$ cat src/rtl/singles_byte_serializer.sv
// Serializes FWFT fifo words MSB-first onto the GigEx TX byte bus; byte 0 valid the cycle after accept,
// one byte per cycle; stalls one cycle after the selected channel's full flag and never drops or repeats.
module singles_byte_serializer #(
   parameter int WIDTH     = 128,
   parameter int NCHAN     = 8,
   parameter int CHANNEL   = 0,
   parameter int CNT_WIDTH = 32
) (
   input  logic                 clk,
   input  logic                 rst_n,
   input  logic                 valid,
   output logic                 ready,
   input  logic [WIDTH-1:0]     data,
   input  logic [NCHAN-1:0]     channel_full,
   output logic [7:0]           byte_out,
   output logic                 byte_out_valid,
   output logic [2:0]           channel,
   output logic [CNT_WIDTH-1:0] words_sent
);

   localparam int BYTES = WIDTH / 8;
   localparam int CW    = (BYTES > 1) ? $clog2(BYTES) : 1;
   localparam logic [CW-1:0] LAST = CW'(BYTES - 1);

   typedef enum logic {IDLE, SEND} state_t;

   state_t               state, state_nxt;
   logic [WIDTH-1:0]     shift_q, shift_nxt;
   logic [CW-1:0]        cnt_q, cnt_nxt;
   logic                 full_q;
   logic [CNT_WIDTH-1:0] ws_nxt;
   logic                 take;
   logic                 unused_full;

   // Only the singles channel's flag matters; the rest are deliberately ignored.
   assign unused_full = ^channel_full;

   assign channel  = 3'(CHANNEL);
   assign byte_out = shift_q[WIDTH-1 -: 8];
   assign ready    = take & rst_n;

   always_ff @(posedge clk or negedge rst_n) begin
      if (!rst_n) begin
         state      <= IDLE;
         shift_q    <= '0;
         cnt_q      <= '0;
         full_q     <= 1'b1;
         words_sent <= '0;
      end else begin
         state      <= state_nxt;
         shift_q    <= shift_nxt;
         cnt_q      <= cnt_nxt;
         full_q     <= channel_full[CHANNEL];
         words_sent <= ws_nxt;
      end
   end

   // take is a function of registered state only, so the fifo rd_en path has no loop through valid.
   always_comb begin
      state_nxt      = state;
      shift_nxt      = shift_q;
      cnt_nxt        = cnt_q;
      ws_nxt         = words_sent;
      take           = 1'b0;
      byte_out_valid = 1'b0;
      case (state)
         IDLE: begin
            take = 1'b1;
            if (valid) begin
               shift_nxt = data;
               cnt_nxt   = '0;
               state_nxt = SEND;
            end
         end
         SEND: begin
            byte_out_valid = ~full_q;
            if (!full_q) begin
               shift_nxt = {shift_q[WIDTH-9:0], 8'h00};
               cnt_nxt   = cnt_q + CW'(1);
               if (cnt_q == LAST) begin
                  take   = 1'b1;
                  ws_nxt = words_sent + CNT_WIDTH'(1);
                  if (valid) begin
                     shift_nxt = data;
                     cnt_nxt   = '0;
                  end else begin
                     state_nxt = IDLE;
                  end
               end
            end
         end
         default: state_nxt = IDLE;
      endcase
   end

endmodule

$ cat config.mk
export PLATFORM = sky130hd
export DESIGN_NAME = singles_byte_serializer
export DESIGN_NICKNAME = d
export VERILOG_FILES = /design/src/rtl/singles_byte_serializer.sv
export SDC_FILE = /design/constraint.sdc
export NUM_CORES = 1
export LEC_CHECK = 0
export CAP_MARGIN = 0
export CORE_MARGIN = 2
export CORE_UTILIZATION = 50
export DETAILED_ROUTE_END_ITERATION = 7
export PLACE_DENSITY_LB_ADDON = 0.12
export SLEW_MARGIN = 20
export SYNTH_ARGS = -nofsm -noshare
export SYNTH_HDL_FRONTEND = slang
export SYNTH_SLANG_ARGS = --single-unit
$ cat constraint.sdc
create_clock -name clk -period 2.3 [get_ports clk]
set_input_delay 0.69 -clock clk [delete_from_list [all_inputs] [get_ports clk]]
set_output_delay 0.69 -clock clk [all_outputs]
set_load 0.01 [all_outputs]
==> results of run 1 <==
==> through the flow <==
step | setup TNS, ps | hold slack (ps) | util | cells
6_report | 0 | 413.0 | 0.7015 | 1211
5_1_grt | -3.177 | 491.7 | 0.7015 | 1211
4_1_cts | 0 | 484.1 | 0.7004 | 1210
3_5_place_dp | 0 | 476.4 | 0.6607 | 1178
3_3_place_gp | 0 | 464.2 | 0.6607 | 1178
2_1_floorplan | 0 | 394.4 | - | 852
==> layer usage <==
metal	wire, um	share of wire	vias to the layer above
met1	8784	0.47	3051
met4	316	0.017	0
met5	0	0	-
met2	8656	0.46	170
li1	-	-	3199
met3	940	0.050	25
==> layout by cell type (no fill, tap or decap), types with 3 or more instances in the layout <==
| cell type | Yosys | routed |
|---|---|---|
| and2_1 | 5 | 3 |
| nand3_1 | 14 | 13 |
| xor2_1 | 8 | 8 |
| clkbuf_1 | 50 | 3 |
| clkdlybuf4s50_1 | 0 | 170 |
| xnor2_1 | 24 | 24 |
| buf_12 | 0 | 14 |
| clkbuf_16 | 0 | 17 |
| a21oi_1 | 241 | 240 |
| dfrtp_1 | 165 | 165 |
| nand4_1 | 12 | 12 |
| clkbuf_8 | 0 | 5 |
| buf_4 | 11 | 23 |
| conb_1 | 1 | 3 |
| nor4_1 | 8 | 8 |
| nor2_1 | 126 | 126 |
| and3_1 | 4 | 4 |
| a22o_1 | 10 | 10 |
| and4_1 | 3 | 3 |
| clkinv_2 | 0 | 3 |
| nand2_1 | 136 | 135 |
==> power groups by stage <==
stage                     clock network (mW)  registers (mW)  logic [mW]
after floorplan                            0            3.96        1.03
after global placement                     0            4.08        1.67
after detailed placement                   0            4.09        1.70
after CTS                               2.79            4.05        1.72
after global routing                    2.91            4.14        1.91
final                                   2.74            4.07        1.70
==> cell type report <==
type,count,area share
Multi-Input combinational cell,618,0.3018
Timing Repair Buffer,210,0.2132
Inverter,1,0.0003667
Sequential cell,166,0.4060
Clock inverter,7,0.006724
Tap cell,184,0.02249
Clock buffer,25,0.04939
==> registers in the layout, indices dropped and copies added (netlist names) <==
signal	cells
words_sent	32
state	1
shift_q	128
cnt_q	4
full_q	1
==> worst reg2reg max path, delay by kind of cell (launching register included) <==
kind          cells  cell delay [ps]
buf+inv           2              210
simple gates      3              860
fa+ha+maj         1              200
flops             1              350
xor+xnor          1              160
==> worst paths after layout <==
path,from,end,depth (start not counted)
setup reg to reg,cnt_q[0],words_sent[28],7
max in group asynchronous,rst_n,shift_q[54],2
setup / recovery,cnt_q[1],ready,6
hold reg to reg,words_sent[31],words_sent[31],1
hold / removal,rst_n,words_sent[27],2
min in group clk,words_sent[31],words_sent[31],1
==> logic make-up after synthesis <==
| kind of cell | synth area share |
|---|---|
| DFF | 0.5549 |
| adders and majority gates | 0.003341 |
| and+or+nand+nor | 0.1863 |
| other | 0.0005008 |
| AOI/OAI and AO/OA | 0.1758 |
| muxes | 0.001504 |
| buffers and inverters | 0.04027 |
| xor gates and xnor gates | 0.03743 |
==> what timing repair did <==
action / CTS / global route
resized for setup: 9 / 4
setup endpoints to repair: 2 / 2
pin swaps: 0 / 2
setup buffers: 0 / 1
==> summary.md, run 1 <==
| Metric | Value |
|---|---|
| Status | complete, no violations |
| Die Span X | approximately 130 um |
| Multi-input combinational cell area | slightly above 3000 um2 |
| Syn Inst Count | between 800 and 900 |
| Antenna diodes | 0 |
| Crit. End Element | output port |
| Ys Warns | 0 |
| Placement Setup Slack | ~12 ps |
| DP Area | around 9600 um2 |
| Clock sinks | approximately 170 |
| Residual DRC | 0 |
| Cts hold-fix bufs | 0 |
| Design area | between 10000 and 15000 um2 |
| Post-layout min period | around 2200 ps |
| Later-pin clock latency in the skew report | ~430 ps |
| Die ar. | between 15000 and 20000 um2 |
| Cell with the most instances after synthesis | a21oi_1 |
| Yosys cell types | 38 |
| Starting Density | 0.5133 |
| Seq cells post-synth | around 170 |
| Area grow syn2layout | 36.67% |
| Synth Flop Type | dfrtp_1 |
| Delay-heaviest family, CP | flip-flops |
| Synth cell count leaders | a21oi_1 (241), dfrtp_1 (165), nand2_1 (136) |
| Largest net degree at the start of global routing | ~170 |
| Drt first pass iters | 7 |
| Sequential cell area | 4155 um2 |
| Reg2reg setup slack | about 400 ps |
| Core Rows | 44 |
| Measured slew at the worst slew-check pin | between 800 and 900 ps |
| Pwr Total | 8.512 mW |
| Synth top area share | 0.5514 |
| Startpoint types | flip-flop |
| Final hold violations | 0 |
| Worst slew margin relative to its limit | 0.4008 |
| GR peak layer | met2 |
| WL final | 18.70 mm |
| CP Buf/Inv Count | 2 |
| Sequential share of power | 0.478 |
| Clock group share of total power | 0.322 |
| Mapped Area | approximately 7500 um2 |
| Post-synth EDFFs | 0 |
| Cell-internal power | between 6 and 7 mW |
| Final count of pins violating max slew | 0 |
| Max-Cap Viols | 0 |
| Core Area | about 15000 um2 |
| GRT Total Usage | 0.2395 |
| CTS max path bufs | 2 |
| P_sw | roughly 2.4 mW |
| Leak | just under 4 nW |
| Setup violators final | 0 |
| Crit path max fanout | 3 |
| Initial DRC Count | between 500 and 600 |
| Post-synthesis sequential area ratio | 0.5549 |
| Clock skew | between 9 and 10 ps |
| M3 GR Usage | 0.05356 |
| Dpl hpwl | between 10 and 15 mm |
| Largest cells by area after synthesis | dfrtp_1 (55%), a21oi_1 (16%), nand2_1 (6.8%) |
| Combinational power share | 0.200 |
| CP Class | reg2out |
| Vias in the first global route | approximately 6200 |
| CP max stage delay | around 380 ps |
| DR WL/cell | between 15 and 20 um |
| GR Util met1 | 0.3519 |
| Worst path slowest cell | dfrtp_1 |
| Worst hold-check path type | in2async |
| Layout cell share with drive strength beyond 1 | 0.08374 |
| WP data required | around 1600 ps |
| Vias | 6445 |
| Final net count | roughly 1200 |
| Antenna Nets Post-Route | 0 |
| Total grt overflow | 0 |
| Reg clk slew, reported paths | 60 ps |
| PortBufs | 173 |
| GPL Wtd Cong | between 0.7 and 0.8 |
| Initial antenna violation count | 0 |
| H-Tree Level Count | 4 |
| Crit share post-route | 0.9752 |
| Filler Cells Inserted | roughly 1200 |
| Post-synth ARST share | 1.000 |
| PD cells | between 800 and 900 nW/um2 |
| I/O pin cnt | around 180 |
| VDD IR max | ~0.57 mV |
| Cts bufs inserted | 17 |
| CP Data Arrival Time | 1550 ps |
| Net Sw Frac | 0.2764 |
| Critical-path cell list | ha_2 > nand3_2 > o21ai_1 > buf_4 > and2_4 > buf_6 |
| First-pass GRT wire length | 30.84 mm |
| Fmax achieved | 445.9 MHz |
| Syn_area_per_cell | 8.810 um2 |
| Vias/cell | between 5 and 6 |
| Clock root cell | clkbuf_16 |
| Final setup margin | around 57 ps |
| Dominant cell type by area after synthesis | dfrtp_1 |
| GR Layer Usage met2 | 0.3555 |
| CTS tree | built |
| Die height | between 100 and 150 um |
No activity file was read; power rests on OpenSTA's default activity.
==> run 2: changes to the inputs <==
CTS_CLUSTER_DIAMETER = 50   (was default)
RECOVER_POWER = 25   (was default)
==> run 2 against run 1 <==
Effect of this change:
- sequential share of layout area hardly changed
- final cell count stayed put
- register-to-register slack hardly changed
- fmax hardly changed
- cell area hardly changed
- clock skew hardly changed
- combinational power hardly changed
- via count hardly changed
- flip-flop and latch count stayed put
- worst setup slack hardly changed
- routed wire length hardly changed
- highest routed layer unchanged
==> summary.md, run 2 (synthesis gave the netlist of run 1 again) <==
| Metric | Value |
|---|---|
| Post-layout min period | 2243 ps (-0.02160 ps) |
| Total grt overflow | 0 (unchanged) |
| WP data required | 1610 ps (about the same) |
| Residual DRC | 0 (unchanged) |
| Clock skew | 9.212 ps (-0.001610 ps) |
| Commonest non-fill, non-tap cell in the layout | a21oi_1 |
| Vias | 6447 (+0.031%) |
| M3 GR Usage | 0.05356 (unchanged) |
| Design area | 10230 um2 (about the same) |
| Placement Setup Slack | 12.02 ps (unchanged) |
| Reg2reg setup slack | 400 ps (about the same) |
| Top reg by flops | shift_q |
| GR peak layer | met2 |
| Reg clk slew, reported paths | 60 ps (about the same) |
| Combinational power share | 0.200 (about the same) |
| Layout cell share with drive strength beyond 1 | 0.08374 (unchanged) |
| WL final | 18.69 mm (about the same) |
| Final hold violations | 0 (unchanged) |
| Die Span X | 126.4 um (unchanged) |
| GPL Wtd Cong | 0.7967 (unchanged) |
| Dpl hpwl | 12.56 mm (unchanged) |
| Antenna diodes | 0 (unchanged) |
| Measured slew at the worst slew-check pin | 1486 ps (+587.3 ps) |
| Top Registers | shift_q x128, words_sent x32, cnt_q x4 |
| Net Sw Frac | 0.2764 (about the same) |
| Antenna Nets Post-Route | 0 (unchanged) |
| Initial antenna violation count | 0 (unchanged) |
| Cts hold-fix bufs | 0 (unchanged) |
| CP Buf/Inv Count | 2 (unchanged) |
| DR WL/cell | 15.44 um (about the same) |
| Crit path max fanout | 3 (unchanged) |
| Drt first pass iters | 7 (unchanged) |
| VDD IR max | 0.5657 mV (about the same) |
| PD cells | 832.1 nW/um2 (about the same) |
| P_sw | 2.352 mW (about the same) |
| CP max stage delay | 380 ps (about the same) |
| Core Rows | 44 (unchanged) |
| Clock root cell | clkbuf_16 |
| Critical-path cell list | ha_2 > nand3_2 > o21ai_1 > buf_4 > and2_4 > buf_6 |
| Largest net degree at the start of global routing | 167 (unchanged) |
| Max-Cap Viols | 0 (unchanged) |
| DP Area | 9639 um2 (unchanged) |
| Sequential share of power | 0.478 (about the same) |
| GR Util met1 | 0.3519 (unchanged) |
| Hold Slack | 484.5 ps (+71.52 ps) |
| Vias in the first global route | 6172 (unchanged) |
| Most frequent cells in the layout | a21oi_1 (240), clkdlybuf4s50_1 (169), dfrtp_1 (165) |
| Worst path slowest cell | dfrtp_1 |
| Clock sinks | 166 (unchanged) |
| Initial DRC Count | 519 (unchanged) |
| Final count of pins violating max slew | 0 (unchanged) |
| TNS Setup | 0 ps (unchanged) |
| Final design utilization | 0.7009 (about the same) |
| Delay-heaviest family, CP | flip-flops |
| Later-pin clock latency in the skew report | 430 ps (about the same) |
| Core Area | 14590 um2 (unchanged) |
| CTS tree | built |
| Worst slew margin relative to its limit | 0.009223 (-0.3915) |
| Area grow syn2layout | 36.56% (about the same) |
| Final net count | 1155 (unchanged) |
| Vias/cell | 5.324 (about the same) |
| Leak | 3.947 nW (about the same) |
| Crit share post-route | 0.9752 (about the same) |
| Die height | 126.4 um (unchanged) |
| Startpoint types | flip-flop |
| GRT Total Usage | 0.2395 (unchanged) |
| H-Tree Level Count | 4 (unchanged) |
| Die ar. | 15970 um2 (unchanged) |
| Fmax achieved | 445.9 MHz (about the same) |
| CTS max path bufs | 2 (unchanged) |
| Final setup margin | 57.14 ps (+0.02160 ps) |
| GR Layer Usage met2 | 0.3555 (unchanged) |
| PortBufs | 173 (unchanged) |
| Setup violators final | 0 (unchanged) |
| Clock group share of total power | 0.322 (about the same) |
| CP Class | reg2out |
| I/O pin cnt | 184 (unchanged) |
| Max reg flops | 128 (unchanged) |
| Worst hold-check path type | reg2reg |
| Status | complete, no violations |
| Cell-internal power | 6.157 mW (about the same) |
| Crit. End Element | output port |
| Cts bufs inserted | 17 (unchanged) |
| Starting Density | 0.5133 (unchanged) |
| First-pass GRT wire length | 30.84 mm (unchanged) |
| CP Data Arrival Time | 1550 ps (about the same) |
[run 2: cell types whose count changed in the layout (fill, tap and decap cells not counted), sizes merged]
cell,before,now
dlygate4sd3,0,1
clkdlybuf4s50,170,169
[run 2: layer usage]
metal  routed length (um)  up-vias
met5                    0        -
met4                  316        0
met3                  923       25
met2                 8660      164
met1                 8793     3059
li1                     -     3199
[run 2: worst reg2reg max path, cell delays in order, from the launching register on]
cell and delay [ps]:
dfrtp_1 350, ha_2 200, buf_4 110, buf_4 100, nand4_1 220, nor4_1 450
nand4b_1 190, xnor2_1 160
[run 2: layout make-up]
| class | count | area [um2] |
|---|---|---|
| Clock buffer | 25 | 505.5 |
| Clock inverter | 7 | 68.82 |
| Fill cell | 1156 | 4363 |
| Inverter | 1 | 3.754 |
| Multi-Input combinational cell | 618 | 3089 |
| Sequential cell | 166 | 4155 |
| Tap cell | 184 | 230.2 |
| Timing Repair Buffer | 210 | 2173 |
[run 2: path summary, 6_finish.rpt]
| check | from | end | depth (start not counted) |
|---|---|---|---|
| max | cnt_q[1] | ready | 6 |
| min | words_sent[31] | words_sent[31] | 1 |
| max reg2reg | cnt_q[0] | words_sent[28] | 7 |
| min reg2reg | words_sent[31] | words_sent[31] | 1 |
| max in group asynchronous | rst_n | shift_q[54] | 2 |
| min in group asynchronous | rst_n | words_sent[27] | 2 |
[run 2: power by group through the flow]
stage	sequential, mW	combinational (mW)	clock [mW]
after floorplan	3.96	1.03	0
after global placement	4.08	1.67	0
after detailed placement	4.09	1.70	0
after CTS	4.05	1.72	2.79
after global routing	4.14	1.91	2.91
final	4.07	1.70	2.74
[run 2: through the flow]
step                power [mW]  cells
global route             8.963   1211
detailed placement       5.788   1178
global placement         5.744   1178
CTS                      8.554   1210
floorplan                4.998    852
finish                   8.509   1211
[run 2: what timing repair did]
action / CTS / global route
setup endpoints to repair: 2 / 2
resized for setup: 9 / 4
buffers inserted: 0 / 1
pin swaps: 0 / 2
